$ cat config.mk
export PLATFORM = sky130hd
export DESIGN_NAME = call_stack_unit_flat
export DESIGN_NICKNAME = d
export VERILOG_FILES = /design/src/rtl/call_stack_unit_if.sv /design/src/rtl/call_stack_unit.sv /design/src/flat_wrapper.sv
export SDC_FILE = /design/constraint.sdc
export NUM_CORES = 1
export LEC_CHECK = 0
export BUFFER_PORTS_ARGS = -buffer_cell sky130_fd_sc_hd__buf_2
export CORE_ASPECT_RATIO = 1.5
export CORE_MARGIN = 2
export CORE_UTILIZATION = 55
export DETAILED_ROUTE_END_ITERATION = 16
export PLACE_DENSITY = 0.73
export SYNTH_ARGS = -nofsm -noshare
export SYNTH_HDL_FRONTEND = slang
export SYNTH_SLANG_ARGS = --single-unit
$ cat constraint.sdc
create_clock -name sysClk -period 4 [get_ports sysClk]
set_input_delay 0.8 -clock sysClk [delete_from_list [all_inputs] [get_ports sysClk]]
set_output_delay 0.8 -clock sysClk [all_outputs]
set_load 0.05 [all_outputs]
$ cat src/rtl/call_stack_unit_if.sv
// Push/pop request and stack status bundle for call_stack_unit.
// master drives requests (the core), slave is the stack itself.
interface call_stack_unit_if #(
    parameter int DATA_W = 32,
    parameter int DEPTH  = 16
);
    localparam int CNT_W = $clog2(DEPTH + 1);

    logic              push;
    logic              pop;
    logic              flush;
    logic              clearErr;
    logic [DATA_W-1:0] pushData;
    logic [DATA_W-1:0] topData;
    logic [CNT_W-1:0]  count;
    logic              isStackEmpty;
    logic              isStackFull;
    logic              overflowErr;
    logic              underflowErr;

    modport master (
        output push, pop, flush, clearErr, pushData,
        input  topData, count, isStackEmpty, isStackFull, overflowErr, underflowErr
    );

    modport slave (
        input  push, pop, flush, clearErr, pushData,
        output topData, count, isStackEmpty, isStackFull, overflowErr, underflowErr
    );
endinterface

$ cat src/rtl/call_stack_unit.sv
// Call/return stack with combinational top-of-stack, replace, flush and sticky errors.
// Define STACK_WRAP_EN to let a push on a full stack overwrite the oldest entry.
module call_stack_unit #(
    parameter int DATA_W = 32,
    parameter int DEPTH  = 16
) (
    input logic              sysClk,
    input logic              sysRstN,
    call_stack_unit_if.slave bus
);
    localparam int CNT_W = $clog2(DEPTH + 1);
    localparam int PTR_W = $clog2(DEPTH);

    logic [PTR_W-1:0]  sp_q, sp_d, sp_inc, sp_dec;
    logic [CNT_W-1:0]  count_q, count_d;
    logic              ovf_q, ovf_d, unf_q, unf_d;
    logic              wr_en;
    logic [PTR_W-1:0]  wr_addr;
    logic [DATA_W-1:0] mem_q [DEPTH];
    logic              empty, full;

    // Explicit wrap so DEPTH need not be a power of two.
    assign sp_inc = (sp_q == PTR_W'(DEPTH - 1)) ? '0 : sp_q + PTR_W'(1);
    assign sp_dec = (sp_q == '0) ? PTR_W'(DEPTH - 1) : sp_q - PTR_W'(1);
    assign empty  = (count_q == '0);
    assign full   = (count_q == CNT_W'(DEPTH));

    always_comb begin
        sp_d    = sp_q;
        count_d = count_q;
        ovf_d   = ovf_q & ~bus.clearErr;
        unf_d   = unf_q & ~bus.clearErr;
        wr_en   = 1'b0;
        wr_addr = sp_q;
        if (bus.flush) begin
            sp_d    = '0;
            count_d = '0;
        end else if (bus.push && bus.pop) begin
            wr_en = 1'b1;
            if (!empty) begin
                wr_addr = sp_dec;
            end else begin
                unf_d   = 1'b1;
                sp_d    = sp_inc;
                count_d = CNT_W'(1);
            end
        end else if (bus.push) begin
            if (!full) begin
                wr_en   = 1'b1;
                sp_d    = sp_inc;
                count_d = count_q + CNT_W'(1);
            end else begin
                ovf_d = 1'b1;
`ifdef STACK_WRAP_EN
                // Oldest entry sits at sp when full; count stays at DEPTH.
                wr_en = 1'b1;
                sp_d  = sp_inc;
`endif
            end
        end else if (bus.pop) begin
            if (!empty) begin
                sp_d    = sp_dec;
                count_d = count_q - CNT_W'(1);
            end else begin
                unf_d = 1'b1;
            end
        end
    end

    always_ff @(posedge sysClk or negedge sysRstN) begin
        if (!sysRstN) begin
            sp_q    <= '0;
            count_q <= '0;
            ovf_q   <= 1'b0;
            unf_q   <= 1'b0;
        end else begin
            sp_q    <= sp_d;
            count_q <= count_d;
            ovf_q   <= ovf_d;
            unf_q   <= unf_d;
        end
    end

    // Storage is never reset; stale contents stay hidden behind the empty mask.
    always_ff @(posedge sysClk) begin
        if (wr_en) mem_q[wr_addr] <= bus.pushData;
    end

    assign bus.topData      = empty ? '0 : mem_q[sp_dec];
    assign bus.count        = count_q;
    assign bus.isStackEmpty = empty;
    assign bus.isStackFull  = full;
    assign bus.overflowErr  = ovf_q;
    assign bus.underflowErr = unf_q;
endmodule

$ cat src/flat_wrapper.sv
// flat-port wrapper written by rule: the top's interface ports become plain ports
module call_stack_unit_flat 
#(
    parameter int DATA_W = 32,
    parameter int DEPTH  = 16
)
  (sysClk, sysRstN, bus_push, bus_pop, bus_flush, bus_clearErr, bus_pushData, bus_topData, bus_count, bus_isStackEmpty, bus_isStackFull, bus_overflowErr, bus_underflowErr);
  call_stack_unit_if #(.DATA_W(DATA_W), .DEPTH(DEPTH)) bus_i ();
  input logic sysClk;
  input logic sysRstN;
  input wire logic [$bits(bus_i.push)-1:0] bus_push;
  input wire logic [$bits(bus_i.pop)-1:0] bus_pop;
  input wire logic [$bits(bus_i.flush)-1:0] bus_flush;
  input wire logic [$bits(bus_i.clearErr)-1:0] bus_clearErr;
  input wire logic [$bits(bus_i.pushData)-1:0] bus_pushData;
  output wire logic [$bits(bus_i.topData)-1:0] bus_topData;
  output wire logic [$bits(bus_i.count)-1:0] bus_count;
  output wire logic [$bits(bus_i.isStackEmpty)-1:0] bus_isStackEmpty;
  output wire logic [$bits(bus_i.isStackFull)-1:0] bus_isStackFull;
  output wire logic [$bits(bus_i.overflowErr)-1:0] bus_overflowErr;
  output wire logic [$bits(bus_i.underflowErr)-1:0] bus_underflowErr;
  assign bus_i.push = bus_push;
  assign bus_i.pop = bus_pop;
  assign bus_i.flush = bus_flush;
  assign bus_i.clearErr = bus_clearErr;
  assign bus_i.pushData = bus_pushData;
  assign bus_topData = bus_i.topData;
  assign bus_count = bus_i.count;
  assign bus_isStackEmpty = bus_i.isStackEmpty;
  assign bus_isStackFull = bus_i.isStackFull;
  assign bus_overflowErr = bus_i.overflowErr;
  assign bus_underflowErr = bus_i.underflowErr;
  call_stack_unit #(.DATA_W(DATA_W), .DEPTH(DEPTH)) u_core (.sysClk(sysClk), .sysRstN(sysRstN), .bus(bus_i));
endmodule
==> qor.csv <==
stage;metric;value;unit
critical_path;ff2ff_setup_slack;1020;ps
critical_path;cp_data_required_time;3200;ps
synthesis;muxShareOfSynthArea;14.5;%
power;power;19.1;mW
floorplan;chipHeight;239;µm
synthesis;synthesis.nets;964;
cells_and_area;fin_nets;1103;
outcome;outcome;finished clean;
synthesis;synth_compound_area_share;4.66;%
global_route;gr-total-overflow;0;
synthesis;ys_types;54;
critical_path;arrival;3120;ps
critical_path;crit_type;reg2out;
critical_path;timing.rr.start;u_core.sp_q[0]$_DFFE_PN0P_;
detailed_routing;post_drt_wl_per_cell;28.3;µm
timing;fin_crit;3920;ps
timing;slew_viol_final;0;
detailed_routing;via_per_inst;6.37;
detailed_routing;drtIter0Drc;857;
placement;dpl.hpwl;23.3;mm
timing;max_slew.worst_pin.slew;949;ps
placement;portBuffers;78;
floorplan;dieArea;38500;µm²
clocking;cts_max_path_buffers;3;
synthesis;syn_area;20300;µm²
hold_path;min_path_type;in2async;
critical_path;cp-start-kind;flip-flop;
synthesis;avgSynthCellArea;22.1;µm²
floorplan;initial_core_util;55.5;%
clocking;tritoncts;yes;
cells_and_area;multi_input_area;4550;µm²
timing;hold_viol;0;
synthesis;synthArstFlopShare;2.10;%
cells_and_area;syn_to_final_growth;16.3;%
synthesis;ys_ff_latch;523;
clocking;clock_sinks;523;
timing;skew;14.5;ps
clocking;clk_pin_slew;70;ps
timing;slew_headroom;36.4;%
detailed_routing;first_pass_iters;5;
detailed_routing;drc;0;
timing;fin_crit_sh;98.1;%
run;maxCapViolations;0;
cells_and_area;drive_gt1_share;32.8;%
synthesis;synth_edf_count;512;
detailed_routing;vias;10000;
synthesis;ys_warn_count;0;
clocking;ctsRootBufferMaster;clkbuf_16;
global_route;grt_max_degree;33;
timing;fmax;255;MHz
placement;place_congestion;0.827;
cells_and_area;register_area;15700;µm²
floorplan;rows;86;
cells_and_area;num-fill-cells;2387;
timing;timing.hold.ws;108;ps
global_route;antenna_found_initial;2;
global_route;grt_pass1_wl;66.0;mm
power;peakVddDrop;0.000520;V
critical_path;cp_max_fo;7;
synthesis;synthAdderAreaFrac;0.406;%
critical_path;cp-startpoint;u_core.sp_q[0]$_DFFE_PN0P_;
timing;finalSetupViolCount;0;
floorplan;pin_count;79;
global_route;grt_pass1_vias;10300;
synthesis;synth-simple-area-share;1.73;%
clocking;postCtsHoldBufs;0;
critical_path;end_kind;output port;
power;power_density;810;nW/µm²
clocking;numCtsBuffers;45;
synthesis;synth_xor_area_share;0.216;%
power;p_leak;7.81;nW
synthesis;synthCells;920;
clocking;clk_latency;560;ps
global_route;grt_use_total;23.5;%
detailed_routing;drtAntennaViolNets;0;
timing;tns;0;ps
detailed_routing;routed_wl;44.5;mm
clocking;h-tree-depth;2;
synthesis;synth_top_family_by_area;multiplexers;
synthesis;ys_seq_area_share;77.0;%
synthesis;synth_flop_cell;edfxtp_1;
critical_path;r2r-end;u_core.mem_q[3][30]$_DFFE_PP_;
floorplan;fp.dieW;161;µm
critical_path;reg2reg_depth;9;
floorplan;core_area;36600;µm²
## registers in the layout, summed over array words and instances, names as in the netlist
register and flops:
u_core.bus.count 5, u_core.bus.overflowErr 1, u_core.bus.underflowErr 1, u_core.mem_q 512
u_core.sp_q 4
## Yosys cell counts (all sizes together) (6+ instances only)
cell	instances	area [µm²]
a221o	32	320
a31oi	6	37.5
o21ai	7	35.0
a22o	31	272
mux2i	6	60.1
inv	11	41.3
nand2	18	75.1
a21oi	14	70.1
mux4	127	2860
edfxtp	512	15400
nor2	32	123
buf	20	136
dfrtp	11	275
clkbuf	30	113
## power breakdown
part	switching [mW]	leakage (nW)	internal, mW
Combinational	5.12	2.40	3.46
Sequential	0.114	4.76	6.33
Clock	1.81	0.660	2.29
Total	7.04	7.81	12.1
## per-layer routing
metal,GRT usage (%),part of all wire [%]
met5,0,0.029
met4,7.93,3.1
met3,2.89,5.7
met2,42.0,54
met1,30.2,38
## metrics by stage
| stage | utilization, % | std cells | area (µm²) | setup WS [ps] |
|---|---|---|---|---|
| final | 64.6 | 1573 | 23600 | 76.0 |
| after global routing | 64.6 | 1572 | 23600 | -6.34 |
| after CTS | 64.4 | 1565 | 23600 | 11.2 |
| after detailed placement | 60.1 | 1482 | 22000 | 393 |
| after global placement | 60.1 | 1482 | 22000 | 427 |
| after floorplan | - | 920 | 20300 | -5.53 |
## how the worst max path moves through the flow
stage / end / depth (start not counted)
detailed placement: bus_topData[27] / 11
global placement: bus_topData[1] / 8
CTS: bus_topData[6] / 8
finish: bus_topData[3] / 8
floorplan: u_core.mem_q[7][0]$_DFFE_PP_ / 11
global route: bus_topData[6] / 8
## what timing repair did
item                                    CTS  global route
cloned                                    5             0
resized for setup                        13             4
pin swaps                                 1             3
setup buffers                             2             7
endpoints found under the setup margin   32            31
## area by class of cell
type / instances / area share [%]
antenna: 1 / 0.0106
clock buffer: 63 / 5.28
clock inverter: 13 / 0.466
inverter: 12 / 0.233
multi-input combinational: 336 / 19.3
sequential: 523 / 66.3
tap: 484 / 2.56
timing repair buffer: 141 / 5.91
## kinds of logic after synthesis
kind of cell	Yosys count
buf+inv	62
simple gates	73
compound gates	116
xor+xnor	5
mux	135
fa+ha+maj	6
flops	523
## placed cells by master (no fill, tap or decap), types with 16 or more instances in the layout
master / instances
a221o_1: 32
nand2_1: 17
nor2_1: 16
a22o_1: 31
edfxtp_1: 512
buf_4: 29
clkbuf_16: 47
buf_2: 74
mux4_2: 127
buf_12: 30
## worst max-delay path, cell delays in order (launching register included)
cell	delay, ps
dfrtp_1	420
inv_4	130
ha_4	190
a21o_4	270
bufbuf_16	330
mux4_2	520
a22o_1	190
a221o_1	340
buf_12	180
(Power assumes the default switching activity.)
